### src/rtl/adc_sar_sequencer.sv
// SAR conversion sequencer: sample/convert cycles, 2^k averaging with rounding, and a
// valid/ready result port with sticky overflow.
// Optional feature macro: ADC_SEQ_RAW_CODE_EN adds a per-conversion raw code tap
// (raw_code_out / raw_valid_out) that pulses in ACCUM and has no backpressure.
module adc_sar_sequencer #(
  parameter int unsigned RES_BITS     = 12,
  parameter int unsigned AVG_LOG2_MAX = 4,
  parameter int unsigned SAMPLE_CNT_W = 4
) (
  input  logic                    clk,
  input  logic                    rst,
  input  logic                    start_in,
  input  logic                    continuous_in,
  input  logic [2:0]              avg_log2_in,
  input  logic [SAMPLE_CNT_W-1:0] sample_cycles_in,
  input  logic                    comparator_in,
  output logic                    sample_out,
  output logic                    sample_out_n,
  output logic                    enable_loop_out,
  output logic [RES_BITS-1:0]     pswitch_out,
  output logic [RES_BITS-1:0]     nswitch_out,
  output logic                    busy_out,
  output logic [RES_BITS-1:0]     result_out,
  output logic                    result_valid_out,
  input  logic                    result_ready_in,
  output logic                    overflow_out
`ifdef ADC_SEQ_RAW_CODE_EN
  ,
  output logic [RES_BITS-1:0]     raw_code_out,
  output logic                    raw_valid_out
`endif
);

  localparam int unsigned AccW = RES_BITS + AVG_LOG2_MAX;
  localparam int unsigned CntW = AVG_LOG2_MAX + 1;
  localparam int unsigned BitW = $clog2(RES_BITS);

  typedef enum logic [2:0] {StIdle, StSample, StConvert, StAccum, StDone} state_e;

  state_e                  state_q, state_d;
  logic [2:0]              k_q, k_d;
  logic [SAMPLE_CNT_W-1:0] s_q, s_d;
  logic [SAMPLE_CNT_W-1:0] samp_cnt_q, samp_cnt_d;
  logic [BitW-1:0]         bit_q, bit_d;
  logic [RES_BITS-1:0]     code_q, code_d;
  logic [AccW-1:0]         acc_q, acc_d;
  logic [CntW-1:0]         count_q, count_d;
  logic [RES_BITS-1:0]     result_q, result_d;
  logic                    valid_q, valid_d;
  logic                    overflow_q, overflow_d;

  logic [RES_BITS-1:0] trial;
  logic [RES_BITS-1:0] keep_mask;
  logic [RES_BITS-1:0] hi_mask;
  logic [AccW-1:0]     acc_rnd;
  logic [CntW-1:0]     count_inc;
  logic [CntW-1:0]     count_target;
  logic [2:0]          k_clamped;
  logic                load_result;

  // Trial-word decode, rounding and clamp helpers.
  always_comb begin
    trial        = RES_BITS'(1) << bit_q;
    keep_mask    = ~(trial - RES_BITS'(1));   // trial bit and everything above it
    hi_mask      = keep_mask & ~trial;        // already-decided bits only
    acc_rnd      = acc_q + ((k_q != 3'd0) ? (AccW'(1) << (k_q - 3'd1)) : '0);
    count_inc    = count_q + CntW'(1);
    count_target = CntW'(1) << k_q;
    k_clamped    = (32'(avg_log2_in) > AVG_LOG2_MAX) ? 3'(AVG_LOG2_MAX) : avg_log2_in;
  end

  // Next-state logic for the sequencer FSM, datapath and result handshake.
  always_comb begin
    state_d     = state_q;
    k_d         = k_q;
    s_d         = s_q;
    samp_cnt_d  = samp_cnt_q;
    bit_d       = bit_q;
    code_d      = code_q;
    acc_d       = acc_q;
    count_d     = count_q;
    result_d    = result_q;
    valid_d     = valid_q;
    overflow_d  = overflow_q;
    load_result = 1'b0;

    unique case (state_q)
      StIdle: begin
        if (start_in) begin
          k_d        = k_clamped;
          s_d        = sample_cycles_in;
          samp_cnt_d = sample_cycles_in;
          acc_d      = '0;
          count_d    = '0;
          state_d    = StSample;
        end
      end
      StSample: begin
        if (samp_cnt_q == '0) begin
          bit_d   = BitW'(RES_BITS - 1);
          state_d = StConvert;
        end else begin
          samp_cnt_d = samp_cnt_q - SAMPLE_CNT_W'(1);
        end
      end
      StConvert: begin
        code_d[bit_q] = comparator_in;
        if (bit_q == '0) begin
          state_d = StAccum;
        end else begin
          bit_d = bit_q - BitW'(1);
        end
      end
      StAccum: begin
        acc_d   = acc_q + AccW'(code_q);
        count_d = count_inc;
        if (count_inc == count_target) begin
          state_d = StDone;
        end else begin
          samp_cnt_d = s_q;
          state_d    = StSample;
        end
      end
      StDone: begin
        load_result = 1'b1;
        if (continuous_in) begin
          acc_d      = '0;
          count_d    = '0;
          samp_cnt_d = s_q;
          state_d    = StSample;
        end else begin
          state_d = StIdle;
        end
      end
      default: state_d = StIdle;
    endcase

    // An accept drops valid unless a new result lands on the same edge.
    if (valid_q && result_ready_in) begin
      valid_d = 1'b0;
    end
    if (load_result) begin
      result_d = RES_BITS'(acc_rnd >> k_q);
      valid_d  = 1'b1;
      if (valid_q && !result_ready_in) begin
        overflow_d = 1'b1;
      end
    end
  end

  // State register with synchronous reset; a reset aborts any conversion in flight.
  always_ff @(posedge clk) begin
    if (rst) begin
      state_q    <= StIdle;
      k_q        <= '0;
      s_q        <= '0;
      samp_cnt_q <= '0;
      bit_q      <= '0;
      code_q     <= '0;
      acc_q      <= '0;
      count_q    <= '0;
      result_q   <= '0;
      valid_q    <= 1'b0;
      overflow_q <= 1'b0;
    end else begin
      state_q    <= state_d;
      k_q        <= k_d;
      s_q        <= s_d;
      samp_cnt_q <= samp_cnt_d;
      bit_q      <= bit_d;
      code_q     <= code_d;
      acc_q      <= acc_d;
      count_q    <= count_d;
      result_q   <= result_d;
      valid_q    <= valid_d;
      overflow_q <= overflow_d;
    end
  end

  // Output decode from registered state.
  always_comb begin
    sample_out       = (state_q == StSample);
    sample_out_n     = ~sample_out;
    enable_loop_out  = (state_q == StConvert);
    pswitch_out      = enable_loop_out ? ((code_q & hi_mask) | trial) : '0;
    nswitch_out      = enable_loop_out ? (~pswitch_out & keep_mask) : '0;
    busy_out         = (state_q != StIdle);
    result_out       = result_q;
    result_valid_out = valid_q;
    overflow_out     = overflow_q;
  end

`ifdef ADC_SEQ_RAW_CODE_EN
  // Raw tap: code_q is complete for the whole ACCUM cycle.
  assign raw_code_out  = code_q;
  assign raw_valid_out = (state_q == StAccum);
`endif

endmodule

### config.mk
export PLATFORM = sky130hd
export DESIGN_NAME = adc_sar_sequencer
export DESIGN_NICKNAME = d
export VERILOG_FILES = /design/src/rtl/adc_sar_sequencer.sv
export SDC_FILE = /design/constraint.sdc
export NUM_CORES = 1
export LEC_CHECK = 0
export CELL_PAD_IN_SITES_DETAIL_PLACEMENT = 1
export CELL_PAD_IN_SITES_GLOBAL_PLACEMENT = 1
export CORE_ASPECT_RATIO = 2
export CORE_UTILIZATION = 44
export CTS_BUF_LIST = sky130_fd_sc_hd__clkbuf_8
export DETAILED_ROUTE_END_ITERATION = 12
export MAX_ROUTING_LAYER = met4
export PLACE_DENSITY_LB_ADDON = 0.25
export SYNTH_ARGS = -nofsm -noshare
export SYNTH_HDL_FRONTEND = slang
export SYNTH_SLANG_ARGS = --single-unit
### constraint.sdc
create_clock -name clk -period 3.83 [get_ports clk]
set_input_delay 1.149 -clock clk [delete_from_list [all_inputs] [get_ports clk]]
set_output_delay 1.149 -clock clk [all_outputs]
set_load 0.005 [all_outputs]
# After elaboration in Yosys (flattened, before gate mapping)
# Index checks and enable logic that the tools add are counted.
[totals]
mem_count = 0
output_inout_bits = 42
romBits = 0
ram_bits = 0
word_cells = 94
in_bits = 13
latch_bits = 0
reg_bits = 65
[op_classes]
reduce_logical = 19
div = 0
n_mux = 30
n_mul = 0
n_eq_ne = 12
shifts = 4
bitwise = 8
magnitude_cmp = 3
n_addsub = 7
[ops]
columns = ["operator", "n"]
rows = [
  ["two-way mux 16 bit", 3],
  ["one-hot mux 16 bit (3 select lines)", 1],
  ["bitwise AND 12 bit", 3],
  ["inverter 12 bit", 3],
  ["two-way mux 12 bit", 2],
  ["two-way mux 4 bit", 6],
  ["adder 16 x 12 -> 16 bit", 1],
  ["adder 16 bit", 1],
  ["one-hot mux 4 bit (4 select lines)", 1],
  ["<< shifter 1 x 3 -> 16 bit, first input constant", 1],
  ["right shift 16 x 3 -> 12 bit", 1],
  ["two-way mux 3 bit", 5],
  ["one-hot mux 3 bit (5 select lines)", 1],
  ["one-hot mux 5 bit (3 select lines)", 1],
  ["bitwise mux 12 bit", 1],
  ["OR 12 bit", 1],
  ["<< shifter 1 x 4 -> 12 bit, first input constant", 1],
  ["subtractor 12 x 1 -> 12 bit, second input constant", 1],
  ["two-way mux 5 bit", 2],
  ["inequality test 2 bit, second input constant", 5],
  ["AND reduction 3 bit", 3],
  ["nonzero test 3 bit", 3],
  ["zero test 4 bit", 2],
  ["one-hot mux 4 bit (2 select lines)", 1],
  ["other kinds (22)", 33],
]

# Depth between registers and ports, before layout
# Gate-level depths: netlist of the first run.
[depth]
depth_word = 10
mapped_depth = 14
ltp_nobuf = 12

# Least setup slack after synthesis of the first run
# OpenSTA, ideal clock, no wires.
[synth_timing]
path_kind = "register to register"
from = "register k_q[1]"
to = "register result_q[7] (netlist: result_out[7])"
arrival_ns = 3.289
t_required_ns = 3.710
stages_incl_launch_ff = 14
setup_ns = 0.120
n_path_buf = 3
synth_period_minus_slack_ns = 3.409
path_slack_ns = 0.421
cell_sequence = "dfxtp_1 > clkbuf_1 > clkbuf_1 > nor3_1 > ha_1 > fa_1 > a211oi_2 > o21ai_2 > and2_4 > buf_6 > a2111oi_2 > a22oi_1 > nor4b_1 > a211o_1"
[synth_between]
elab_chain_cells = 5
elab_cells_between_ends = 6
classes_between = "add/sub: 2; shift: 2; mux: 1; reduce/logical: 1"
[synth_lines]
columns = ["item", "line_no", "text"]
rows = [
  ["start, declared", "41", "logic [2:0] k_q, k_d;"],
  ["start signal, assigned", "167", "k_q <= k_d;"],
  ["subtractor 3 x 1 -> 3 bit", "66", "acc_rnd = acc_q + ((k_q != 3'd0) ? (AccW'(1) << (k_q - 3'd1)) : '0);"],
  ["<< shifter 1 x 3 -> 16 bit", "66", ""],
  ["two-way mux 16 bit", "66", ""],
  ["adder 16 bit", "66", ""],
  ["right shift 16 x 3 -> 12 bit *", "143", "result_d = RES_BITS'(acc_rnd >> k_q);"],
  ["end signal, assigned", "174", "result_q <= result_d;"],
  ["end, declared", "48", "logic [RES_BITS-1:0] result_q, result_d;"],
]
# Every way passes the cells marked *; elsewhere a longest branch is shown, timed or not.
# A chain may end at the register's enable or synchronous reset.

# Final worst setup path of the first run
[layout_timing]
from = "register bit_q[0]"
to = "output nswitch_out[11]"
[layout_between]
elab_chain_cells = 10
elab_cells_between_ends = 11
classes_between = "add/sub: 1; shift: 1; mux: 2; bitwise: 7"
[layout_lines]
columns = ["item", "line_no", "text"]
rows = [
  ["start, declared", "44", "logic [BitW-1:0] bit_q, bit_d;"],
  ["start signal, assigned", "170", "bit_q <= bit_d;"],
  ["<< shifter 1 x 4 -> 12 bit *", "63", "trial = RES_BITS'(1) << bit_q;"],
  ["subtractor 12 x 1 -> 12 bit", "64", "keep_mask = ~(trial - RES_BITS'(1));"],
  ["inverter 12 bit", "64", ""],
  ["bitwise AND 12 bit", "65", "hi_mask = keep_mask & ~trial;"],
  ["bitwise AND 12 bit", "185", "pswitch_out = enable_loop_out ? ((code_q & hi_mask) | trial) : '0;"],
  ["OR 12 bit", "185", ""],
  ["two-way mux 12 bit", "185", ""],
  ["inverter 12 bit", "186", "nswitch_out = enable_loop_out ? (~pswitch_out & keep_mask) : '0;"],
  ["bitwise AND 12 bit *", "186", ""],
  ["two-way mux 12 bit *", "186", ""],
  ["end, declared", "21", "output logic [RES_BITS-1:0] nswitch_out,"],
]
# Marks and branches as above.

==> summary.txt, run 1 <==
Routing
  – WL/cell: 19.7 um
  – Vias per Instance: 6.23
  – Drc violations: 0
  – DR pass1 iterations: 6
  – Drt initial violations: a little over 200
  – Final wirelength: 18,500 um
  – Post-DRT Antenna Nets: 0
  – Via count: 5,835

STA
  – Skew final: approximately 14 ps
  – Slew Viols, Final: 0
  – Highest Clock Rate: 259 MHz
  – Post-Route Setup TNS: -46.3 ps
  – Final worst slack: -36.8 ps
  – Final Setup Violations: 2
  – Rel. slew slack: 0.479
  – Fin. Hold Viols: 0
  – Final Cycle Share: 1.01
  – RSZ-0062 raised after global routing: yes
  – Pin slew with the least headroom to its limit: 761 ps
  – Post-route minimum period: just under 4000 ps

Synth
  – Post-synthesis instance area: 5410 um^2
  – Seq/Total Area, Yosys: 0.241
  – Yosys cell types: 77
  – Syn Inst Count: 733
  – EDFF count, synth: 0
  – Seq cells post-synth: 65
  – Post-synth ARST share: 0
  – Avg Cell Area, Syn: 7.38 um^2
  – Prevailing post-synth register cell: dfxtp_1
  – Synth warn: 0

Die
  – Initial Utilization: 0.449
  – Full die area: about 13,000 um^2
  – DIE WIDTH: 80.4 um
  – I/O Pins: 55
  – Placeable Area: about 12,000 um^2
  – Row cnt: 57
  – Die H: 159 um

Global route
  – Global-route wire length before repair: 29,700 um
  – Total track usage: 0.307
  – Vias in the first global route: 6,083
  – GRT Residual Overflow: 0
  – Largest net degree at the start of global routing: 40
  – Initial antenna violation count: 0

Critical path
  – CP Launch Type: register
  – Crit path required time: roughly 2700 ps
  – Slowest CP cell: clkdlybuf4s50_1
  – Crit Path Max Fanout: 7
  – Critical path type: register to primary output
  – CP endpoint kind: primary output
  – Critical path arrival: roughly 2700 ps
  – Critical Path Max Stage Delay: 520 ps
  – CP Cell Sequence: ha_1 > nor4_2 > o22ai_1 > nand3b_1 > ha_1 > nand2_1 > a21oi_1 > nor3_1 > clkdlybuf4s50_1
  – Top cell by count, worst path: ha_1

Cells and area
  – Final net count: 840
  – Fill count: 1,533
  – Cell area after layout: 6480 um^2
  – Layout area overhead: 19.9%
  – Layout cells sized above 1: 0.108
  – Diodes inserted: 0
  – Finished Core Util: 0.538

Clocking
  – # Post-CTS Setup Buffers: 0
  – Clock transition at path regs: 80 ps
  – Cts bufs inserted: 9
  – Clock sink count: 65
  – Max clock buf depth: 2
  – Hold-fix buffers, CTS: 0
  – CTS tree: yes
  – Htree depth: 3
  – Clk root buf: clkbuf_8
  – Worst skew pair latency: 370 ps

Run
  – MaxCap Viol Count: 0

Pwr
  – LEAKAGE: 0.00248 uW
  – PD cells: 499 nW/um^2
  – Worst VDD drop: between 0.4 and 0.5 mV

Run status
  – Violations in the final reports: negative setup slack
  – Status: finished, violations left

Place
  – GPL Wtd Cong: 0.918
  – Dpl hpwl: between 10,000 and 15,000 um
  – Placed inst area: 6170 um^2
  – Port Buffers: 53

Worst hold path
  – HP Class: register to register
==> routing by layer <==
metal / track usage / up-vias / share of wire
li1: - / 2787 / -
met1: 0.277 / 2835 / 0.35
met2: 0.569 / 147 / 0.56
met3: 0.0443 / 66 / 0.027
met4: 0.191 / 0 / 0.060
met5: - / - / 0
==> worst max-delay path: cells and delay by family, from the launching register on <==
kind	cells	cell delay (ps)
AND/OR/NAND/NOR	4	720
buffers and inverters	1	520
adder cells (fa/ha/maj)	2	510
flip-flops	1	370
AO/OA/AOI/OAI	2	230
==> cell usage after synthesis (6+ instances only) <==
master | number | area [um^2]
xnor2_1 | 17 | 149
o211ai_1 | 8 | 60.1
a21oi_1 | 60 | 300
ha_1 | 40 | 500
mux2i_1 | 7 | 70.1
dfxtp_1 | 65 | 1300
inv_1 | 23 | 86.3
nand2_1 | 86 | 323
nor3_1 | 24 | 120
a22oi_1 | 14 | 105
xor2_1 | 10 | 87.6
nor2_1 | 91 | 342
a311oi_1 | 6 | 52.6
a211oi_1 | 13 | 97.6
and3_1 | 8 | 50.1
nand4_1 | 14 | 87.6
nand2b_1 | 13 | 81.3
o21ai_1 | 7 | 35.0
o21ai_0 | 28 | 140
clkbuf_1 | 37 | 139
nand3_1 | 27 | 135
o2111ai_1 | 7 | 61.3
o22ai_1 | 6 | 37.5
==> report_power, final <==
group | switching, uW | total [uW] | internal (uW)
clock | 304 | 738 | 433
sequential | 92.9 | 847 | 754
combinational | 944 | 1650 | 704
total | 1340 | 3230 | 1890
==> through the flow <==
step                      instances  worst slack, ps  power (uW)  hold WS (ps)
after global placement          921              208        2360           437
after detailed placement        921              150        2430           451
after floorplan                 734              421        1820           436
after global routing            937             -210        3470           478
after CTS                       937            -72.9        3210           463
final                           937            -36.8        3230           456
==> sequential cells by signal, summed over array words and instances, names as in the netlist <==
| register | cells |
|---|---|
| acc_q | 16 |
| samp_cnt_q | 4 |
| result_valid_out | 1 |
| s_q | 4 |
| result_out | 12 |
| bit_q | 4 |
| code_q | 12 |
| count_q | 5 |
| state_q | 3 |
| overflow_out | 1 |
| k_q | 3 |
==> cell type report <==
cell class	count	area [um^2]	area share
clock buffer	9	124	0.0191
timing repair buffer	88	791	0.122
clock inverter	7	119	0.0183
tap	147	184	0.0284
sequential	65	1310	0.202
inverter	25	93.8	0.0145
multi-input combinational	596	3860	0.595
==> kinds of logic (layout without fill, tap and decap cells) <==
family | after synthesis | in the layout | synth area share
adder cells (fa/ha/maj) | 42 | 42 | 0.100
flip-flops | 65 | 65 | 0.241
buffers and inverters | 73 | 129 | 0.0562
AO/OA/AOI/OAI | 210 | 210 | 0.268
multiplexers | 10 | 10 | 0.0234
other | 1 | 2 | 0.000694
XOR/XNOR | 27 | 27 | 0.0437
AND/OR/NAND/NOR | 305 | 305 | 0.267
==> timing repair <==
action / 4_1_cts / 5_1_grt
resized for setup: 10 / 9
endpoints found under the hold margin: 0 / 0
setup endpoints to repair: 16 / 23
pin swaps: 0 / 1
==> worst paths after layout <==
check                                   start         endpoint  slack [ps]  cells past startpoint
worst max-delay path                 bit_q[0]  nswitch_out[11]         -40                      9
worst min-delay path            result_out[4]    result_out[4]         460                      2
worst max register to register         k_q[1]    result_out[7]         190                     10
worst min register to register  result_out[4]    result_out[4]         460                      2
==> cell usage in the layout, fill, tap and decap left out, drive strengths merged, types with 8 or more instances in the layout <==
| master | synthesis | routed |
|---|---|---|
| nor2 | 91 | 91 |
| nand2 | 86 | 86 |
| dfxtp | 65 | 65 |
| a21oi | 61 | 61 |
| clkdlybuf4s50 | 0 | 51 |
| ha | 40 | 40 |
| buf | 11 | 36 |
| o21ai | 36 | 36 |
| nand3 | 27 | 27 |
| inv | 23 | 25 |
| nor3 | 25 | 25 |
| xnor2 | 17 | 17 |
| a22oi | 14 | 14 |
| nand4 | 14 | 14 |
| a211oi | 14 | 14 |
| nand2b | 13 | 13 |
| xor2 | 10 | 10 |
| clkbuf | 37 | 9 |
| o211ai | 8 | 8 |
| and3 | 8 | 8 |
No activity file was read; power rests on OpenSTA's default activity.
==> inputs of run 2 (changes only) <==
--- a/config.mk
+++ b/config.mk
@@ -5,6 +5,7 @@
 export SDC_FILE = /design/constraint.sdc
 export NUM_CORES = 1
 export LEC_CHECK = 0
+export ABC_AREA = 0
 export CELL_PAD_IN_SITES_DETAIL_PLACEMENT = 1
 export CELL_PAD_IN_SITES_GLOBAL_PLACEMENT = 1
 export CORE_ASPECT_RATIO = 2
==> results of run 2 <==
The final DEF is identical to that of run 1; final timing and power are the same.
==> inputs of run 3 (changes only) <==
--- a/config.mk
+++ b/config.mk
@@ -12,8 +12,10 @@
 export CORE_UTILIZATION = 44
 export CTS_BUF_LIST = sky130_fd_sc_hd__clkbuf_8
 export DETAILED_ROUTE_END_ITERATION = 12
+export GPL_ROUTABILITY_DRIVEN = 1
 export MAX_ROUTING_LAYER = met4
 export PLACE_DENSITY_LB_ADDON = 0.25
+export SLEW_MARGIN = 0
 export SYNTH_ARGS = -nofsm -noshare
 export SYNTH_HDL_FRONTEND = slang
 export SYNTH_SLANG_ARGS = --single-unit
==> results of run 3 <==
The final DEF is identical to that of run 1; final timing and power are the same.
